===== src/rtl/fetch_pkg.sv =====
// Shared fetch/decode definitions: widths, field positions, FSM states and the reset vector.
package fetch_pkg;

    localparam int XLEN = 32;
    localparam int ILEN = 32;

    localparam logic [XLEN-1:0] DEFAULT_RESET_PC = 32'h0000_0000;

    localparam int OP_LSB     = 0;
    localparam int OP_MSB     = 6;
    localparam int FUNCT3_LSB = 12;
    localparam int FUNCT3_MSB = 14;
    localparam int FUNCT7_LSB = 25;
    localparam int FUNCT7_MSB = 31;

    typedef enum logic [1:0] {
        ST_RUN   = 2'd0,
        ST_WAIT  = 2'd1,
        ST_DRAIN = 2'd2
    } fetch_state_e;

endpackage


===== src/rtl/fetch_buffer.sv =====
// Small synchronous FIFO of fetched {pc, inst} entries; flush empties it in one cycle.
module fetch_buffer #(
    parameter int DEPTH = 2,
    parameter int WIDTH = 64
) (
    input  logic                   clk,
    input  logic                   rst,
    input  logic                   flush_i,
    input  logic                   push_i,
    input  logic [WIDTH-1:0]       wdata_i,
    input  logic                   pop_i,
    output logic [WIDTH-1:0]       rdata_o,
    output logic                   full_o,
    output logic                   empty_o,
    output logic [$clog2(DEPTH):0] count_o
);

    localparam int AW = $clog2(DEPTH);
    localparam logic [AW-1:0] PTR_ONE = 1;
    localparam logic [AW:0]   CNT_ONE = 1;
    localparam logic [AW:0]   CNT_MAX = DEPTH;

    logic [AW-1:0]    rd_ptr_q, rd_ptr_d;
    logic [AW-1:0]    wr_ptr_q, wr_ptr_d;
    logic [AW:0]      count_q, count_d;
    logic [WIDTH-1:0] mem_q [DEPTH];
    logic             do_push, do_pop;

    assign full_o  = (count_q == CNT_MAX);
    assign empty_o = (count_q == '0);
    assign count_o = count_q;
    assign rdata_o = mem_q[rd_ptr_q];

    // A flush overrides any same-cycle push or pop.
    assign do_push = push_i && !full_o && !flush_i;
    assign do_pop  = pop_i && !empty_o && !flush_i;

    always_comb begin
        rd_ptr_d = rd_ptr_q;
        wr_ptr_d = wr_ptr_q;
        count_d  = count_q;
        if (flush_i) begin
            rd_ptr_d = '0;
            wr_ptr_d = '0;
            count_d  = '0;
        end else begin
            if (do_push) wr_ptr_d = wr_ptr_q + PTR_ONE;
            if (do_pop)  rd_ptr_d = rd_ptr_q + PTR_ONE;
            case ({do_push, do_pop})
                2'b10:   count_d = count_q + CNT_ONE;
                2'b01:   count_d = count_q - CNT_ONE;
                default: count_d = count_q;
            endcase
        end
    end

    always_ff @(posedge clk) begin
        if (rst) begin
            rd_ptr_q <= '0;
            wr_ptr_q <= '0;
            count_q  <= '0;
        end else begin
            rd_ptr_q <= rd_ptr_d;
            wr_ptr_q <= wr_ptr_d;
            count_q  <= count_d;
        end
    end

    always_ff @(posedge clk) begin
        if (do_push) mem_q[wr_ptr_q] <= wdata_i;
    end

endmodule


===== src/rtl/fetch_unit.sv =====
// Instruction fetch: holds the PC, issues one imem request at a time and buffers words for decode.
module fetch_unit
    import fetch_pkg::*;
#(
    parameter logic [31:0] RESET_PC  = DEFAULT_RESET_PC,
    parameter int          BUF_DEPTH = 2
) (
    input  logic        clk,
    input  logic        rst,
    output logic        imem_req,
    output logic [31:0] imem_addr,
    input  logic [31:0] imem_rdata,
    input  logic        imem_rvalid,
    input  logic        redirect_valid,
    input  logic [31:0] redirect_pc,
    output logic        inst_valid,
    input  logic        inst_ready,
    output logic [31:0] inst_data,
    output logic [31:0] inst_pc,
    output logic [6:0]  op,
    output logic [2:0]  funct3,
    output logic [6:0]  funct7,
    output logic        fetch_misalign
);

    localparam int              CW      = $clog2(BUF_DEPTH) + 1;
    localparam logic [CW-1:0]   CNT_MAX = BUF_DEPTH;
    localparam logic [XLEN-1:0] PC_STEP = 4;

    fetch_state_e    state_q, state_d;
    logic [XLEN-1:0] pc_q, pc_d;
    logic [XLEN-1:0] addr_q, addr_d;
    logic            req_q, req_d;
    logic            misalign_q, misalign_d;

    logic                   push, pop, can_issue;
    logic [XLEN+ILEN-1:0]   buf_rdata;
    logic                   buf_full, buf_empty;
    logic [CW-1:0]          buf_count;

    fetch_buffer #(
        .DEPTH (BUF_DEPTH),
        .WIDTH (XLEN + ILEN)
    ) u_buffer (
        .clk     (clk),
        .rst     (rst),
        .flush_i (redirect_valid),
        .push_i  (push),
        .wdata_i ({pc_q, imem_rdata}),
        .pop_i   (pop),
        .rdata_o (buf_rdata),
        .full_o  (buf_full),
        .empty_o (buf_empty),
        .count_o (buf_count)
    );

    assign inst_valid     = !buf_empty;
    assign inst_data      = buf_rdata[ILEN-1:0];
    assign inst_pc        = buf_rdata[XLEN+ILEN-1:ILEN];
    assign op             = inst_data[OP_MSB:OP_LSB];
    assign funct3         = inst_data[FUNCT3_MSB:FUNCT3_LSB];
    assign funct7         = inst_data[FUNCT7_MSB:FUNCT7_LSB];
    assign imem_req       = req_q;
    assign imem_addr      = addr_q;
    assign fetch_misalign = misalign_q;

    assign pop       = inst_valid && inst_ready;
    assign can_issue = (buf_count < CNT_MAX) && !misalign_q;

    always_comb begin
        state_d    = state_q;
        pc_d       = pc_q;
        addr_d     = addr_q;
        req_d      = req_q;
        misalign_d = misalign_q;
        push       = 1'b0;
        unique case (state_q)
            ST_RUN: begin
                if (can_issue) begin
                    req_d   = 1'b1;
                    addr_d  = pc_q;
                    state_d = ST_WAIT;
                end else begin
                    req_d = 1'b0;
                end
            end
            ST_WAIT: begin
                if (imem_rvalid) begin
                    push    = !buf_full;
                    pc_d    = pc_q + PC_STEP;
                    req_d   = 1'b0;
                    state_d = ST_RUN;
                end
            end
            ST_DRAIN: begin
                if (imem_rvalid) begin
                    req_d   = 1'b0;
                    state_d = ST_RUN;
                end
            end
            default: begin
                req_d   = 1'b0;
                state_d = ST_RUN;
            end
        endcase
        // Redirect beats everything: no push, no issue from the old PC, an in-flight request drains.
        if (redirect_valid) begin
            push       = 1'b0;
            pc_d       = redirect_pc;
            misalign_d = |redirect_pc[1:0];
            if (state_q == ST_RUN) begin
                req_d   = 1'b0;
                addr_d  = addr_q;
                state_d = ST_RUN;
            end else if (state_q == ST_WAIT && !imem_rvalid) begin
                state_d = ST_DRAIN;
            end
        end
    end

    always_ff @(posedge clk) begin
        if (rst) begin
            state_q    <= ST_RUN;
            pc_q       <= RESET_PC;
            req_q      <= 1'b0;
            misalign_q <= 1'b0;
        end else begin
            state_q    <= state_d;
            pc_q       <= pc_d;
            req_q      <= req_d;
            misalign_q <= misalign_d;
        end
    end

    always_ff @(posedge clk) begin
        addr_q <= addr_d;
    end

endmodule


===== config.mk =====
export PLATFORM = sky130hd
export DESIGN_NAME = fetch_unit
export DESIGN_NICKNAME = d
export VERILOG_FILES = /design/src/rtl/fetch_pkg.sv /design/src/rtl/fetch_buffer.sv /design/src/rtl/fetch_unit.sv
export SDC_FILE = /design/constraint.sdc
export NUM_CORES = 1
export LEC_CHECK = 0
export ABC_AREA = 1
export CAP_MARGIN = 20
export CORE_MARGIN = 3
export CORE_UTILIZATION = 45
export CTS_CLUSTER_SIZE = 40
export DETAILED_ROUTE_END_ITERATION = 10
export PLACE_DENSITY = 0.73
export SLEW_MARGIN = 15
export SYNTH_ARGS = -nofsm -noshare
export SYNTH_HDL_FRONTEND = slang
export SYNTH_SLANG_ARGS = --single-unit
export TNS_END_PERCENT = 50

===== constraint.sdc =====
create_clock -name clk -period 4.3 [get_ports clk]
set_input_delay 0.86 -clock clk [delete_from_list [all_inputs] [get_ports clk]]
set_output_delay 0.86 -clock clk [all_outputs]
set_load 0.01 [all_outputs]

Word level (Yosys, flattened, before mapping)
Memory sizes are Yosys's and may differ from the RTL's. A register that Yosys moved wholly into a read port is not among the register bits.
Cells that the tools add are included.

storage, ports and cells
  bits in registers = 72
  bits in writable memories = 128
  word-level logic and storage cells = 68
  memories kept = 1

memory list
  name            depth  bits a word  rd ports  clocked after Yosys merged registers in  wr ports  RTL line            source
  u_buffer.mem_q  2      64           1         1                                        1         fetch_buffer.sv:26  logic [WIDTH-1:0] mem_q [DEPTH];

cells by class
  add/sub/neg operators = 5
  $lt $le $gt $ge = 1
  equal/unequal tests = 6
  muxes and demuxes = 26
  reductions and logical operators = 21

operators by type and width
  kind                                                                    count
  32-bit two-way mux                                                      7
  32-bit by 3-bit adder with 32-bit output (second input constant)        1
  1-bit two-way mux                                                       11
  2-bit two-way mux                                                       5
  2-bit case mux with 2 select lines                                      2
  1-bit logical AND                                                       7
  2-bit equality test (second input constant)                             3
  2-bit nonzero test                                                      3
  2-bit OR reduction                                                      3
  1-bit zero test                                                         5
  2-bit by 1-bit equality test with 1-bit output (second input constant)  2
  2-bit zero test                                                         2
  1-bit adder (second input constant)                                     2
  2-bit by 1-bit adder with 2-bit output (second input constant)          1
  2-bit < comparator (second input constant)                              1
  2-bit != test (second input constant)                                   1
  1-bit case mux with 2 select lines                                      1
  2-bit AND reduction                                                     1
  2-bit by 1-bit subtractor with 2-bit output (second input constant)     1

Longest topological paths before layout
  depth in word-level cells = 9
  mapped depth = 10

Modules after synthesis
A second synthesis with hierarchy kept.

second synthesis, totals
  cells, all modules = 676
  area, all modules = 8742.1 um^2

by module, submodules not included
  module        times used  cells an instance  area each (um^2)
  fetch_buffer  1           239                5177.5
  fetch_unit    1           437                3564.7

Least setup slack after synthesis
No wires, ideal clock.

  path type = input port to flip-flop
  from = input redirect_valid
  to = register u_buffer.wr_ptr_q
  data arrival time = 4.437 ns
  slack = -0.253 ns
  cell stages on the path = 5
  path buffers = 1
  cell sequence = buf_2 nor2_4 o21ai_0 nor2_1 and3b_1

between the ends
  word-level cells in the longest chain between the ends = 3

RTL lines
  what                             RTL line            source
  start, declared                  fetch_unit.sv:14    input logic redirect_valid,
  1-bit two-way mux                fetch_unit.sv:107   if (redirect_valid) begin
  1-bit logical AND (2 in series)  fetch_buffer.sv:35  assign do_push = push_i && !full_o && !flush_i;
  end signal, assigned             fetch_buffer.sv:64  wr_ptr_q <= wr_ptr_d;
  end, declared                    fetch_buffer.sv:24  logic [AW-1:0] wr_ptr_q, wr_ptr_d;

Parallel ways exist; a longest one is shown, timed or not.
A chain may end at the register's enable or synchronous reset.

==> metrics.txt <==
status=completed; antenna fix cells=0; Initial Utilization=0.463; Layout area overhead=31.5%; Routed WL per cell=17.5 µm; crit-path cells=buf_4, mux2_2, clkdlybuf4s50_1; syn_nets=735; startpoint types=flip-flop; Sink Count=201; Req. time, crit path=3.44 ns; top post-synthesis cells by area=edfxtp_1, dfxtp_1, mux2_2; Num CTS Buffers=21; crit path DAT=2.46 ns; fin nets=914; vias in the first global route=5,358; Crit-path slowest cell=buf_4; Slowest Stage Delay on Critical Path=0.67 ns; Slew @ Worst Pin=1.01 ns; post-synthesis sequential area ratio=0.672; DRC Markers=0; synthesized area=8370 µm²; postcts setup bufs=0; Final Max Slew Viols=0; area leader, netlist=edfxtp_1; fraction of layout cells with a size suffix above 1=0.155; # setup viols final=0; Post-Synthesis Cells=661; CTS tree=yes; GRT Total Usage=0.182; class of the worst hold path=reg -> reg; hold depth=2; Post-CTS Resized=0; Critical Path Stages=3; Peak Freq=301 MHz; Initial DRT Pass Iterations=5; Slew HR=0.327; Design Area, Final=11,000 µm²; Root Driver=clkbuf_16; unrepaired setup endpoints after global routing=no; LEAKAGE=3.83 nW; Vias per Instance=5.09; Fin. Hold Viols=0; largest net degree at the start of global routing=65; ys flop type=edfxtp_1; Worst Clk Skew=0.0122 ns; worst-skew pair later-pin latency=0.49 ns; Max Buffers Root-to-Sink=3; Setup WS pre-CTS=0.958 ns; min-delay src=u_buffer.rd_ptr_q; H-tree Lvls=1; WP buf/inv=2; core area=18,100 µm²; top cell type's share of synthesized area=0.574; Setup crit end kind=output port; Crit Path Class=reg -> out; FF+latch count, synth=201; DRT antenna net count=0; DIE WIDTH=142 µm; Iter 0 DRT Violations=393; pwr dens=383 nW/µm²; Post-CTS Hold Fix Bufs=0; Unique masters post-synth=39; die height=142 µm; Worst Reg2Reg Path Length in Cells=7; Die ar.=20,300 µm²; most frequent cells after synthesis=edfxtp_1, nand2_1, mux2_2; Detail Placement HPWL=13,000 µm; maxcap violations=0; Max IR drop VDD=0.253 mV; Final WS setup=0.981 ns; DR vias=5,510; final WL=18,900 µm; buffers added on ports=184; Period minus WS final=3.32 ns; FFs w/ async S/R, synth=0; placed cell area=10,400 µm²; gp weighted congestion=0.833; Sum Neg Setup Slack=0 ns; first-pass GRT wire length=29,200 µm; Reg clk slew, reported paths=0.06 ns; initial antenna violation count=0; Post-synth EDFFs=160; Worst R2R Start=state_q[0]; final worst-path cycle share=0.772; family with the most delay on the worst path=buffers and inverters; crit-path max FO=64; Syn Area/Cell=12.7 µm²; synth warn=0; I/O pin count=185; GR Overflow Total=0; count leader, synth=edfxtp_1; # rows=49
==> registers in the layout, summed over array words and instances, names as in the netlist, named ones only <==
name / flops
fetch_misalign: 1
u_buffer.count_o: 2
imem_addr: 32
u_buffer.wr_ptr_q: 1
u_buffer.rd_ptr_q: 1
u_buffer.mem_q: 128
imem_req: 1
pc_q: 32
state_q: 2
==> per-layer routing <==
metal,vias to the layer above,global-route usage,part of all wire
li1,2666,-,-
met5,-,0,0
met2,211,0.301,0.47
met4,0,0.0355,0.010
met1,2618,0.256,0.45
met3,15,0.0329,0.070
==> worst paths after layout <==
kind | to | slack, ns
min reg2reg | u_buffer.rd_ptr_q | 0.49
max | inst_data[12] | 0.98
min | u_buffer.rd_ptr_q | 0.49
max reg2reg | u_buffer.mem_q[0][3] | 1.89
==> layout by cell type (no fill, tap or decap), types with 2 or more instances in the layout <==
cell             count
clkdlybuf4s50_1    184
o21ai_0             19
o21bai_1             4
edfxtp_1           160
nor2_4              12
inv_2                4
a22o_1               4
nand3_1             32
xor2_1               5
dfxtp_1             40
o211ai_1             2
inv_1               49
o21ai_1              2
nand4_1              5
nor2_2               4
mux2_2              64
nor2_1              31
clkbuf_16           21
a21oi_1             26
buf_12               2
nand2_2              4
xnor2_1              2
a31oi_1             10
clkinv_1             3
nand2_1            124
ha_1                 5
clkbuf_1             7
nor3_1               3
nand2_4              2
clkinvlp_4           2
buf_4                7
==> kinds of logic (layout without fill, tap and decap cells) <==
family / after synthesis / count (layout) / share of synthesized area
xor+xnor: 7 / 7 / 0.00733
mux: 64 / 64 / 0.0861
fa+ha+maj: 5 / 5 / 0.00747
simple gates: 221 / 221 / 0.123
compound gates: 73 / 73 / 0.0510
buf+inv: 90 / 283 / 0.0529
flops: 201 / 201 / 0.672
==> worst register-to-register path: stages (launching register included) <==
cell and delay (ns):
dfxtp_1 0.39, ha_1 0.19, nand2_1 0.06, buf_4 0.18, nor2_4 0.09, o21ai_0 0.29
nor2_4 0.60, buf_12 0.29
==> where the power goes <==
| part | internal (mW) | switching [mW] |
|---|---|---|
| combinational | 0.173 | 0.154 |
| sequential | 2.17 | 0.0495 |
| clock | 0.979 | 0.694 |
| total | 3.32 | 0.897 |
==> cell type report <==
class | count | area [µm²]
Tap cell | 229 | 287
Inverter | 53 | 199
Fill cell | 1432 | 7080
Clock inverter | 8 | 70.1
Timing Repair Buffer | 193 | 1930
Clock buffer | 29 | 566
Multi-Input combinational cell | 370 | 2320
Sequential cell | 201 | 5630
==> metrics by stage <==
step                utilization  hold WS (ns)  cells  total power, mW
finish                    0.609         0.485   1083             4.22
global route              0.609         0.522   1083             4.38
global placement          0.573         0.446   1046             2.58
detailed placement        0.573         0.472   1046             2.59
CTS                       0.609         0.481   1083             4.25
floorplan                     -         0.443    661             2.39
(Power assumes the default switching activity.)
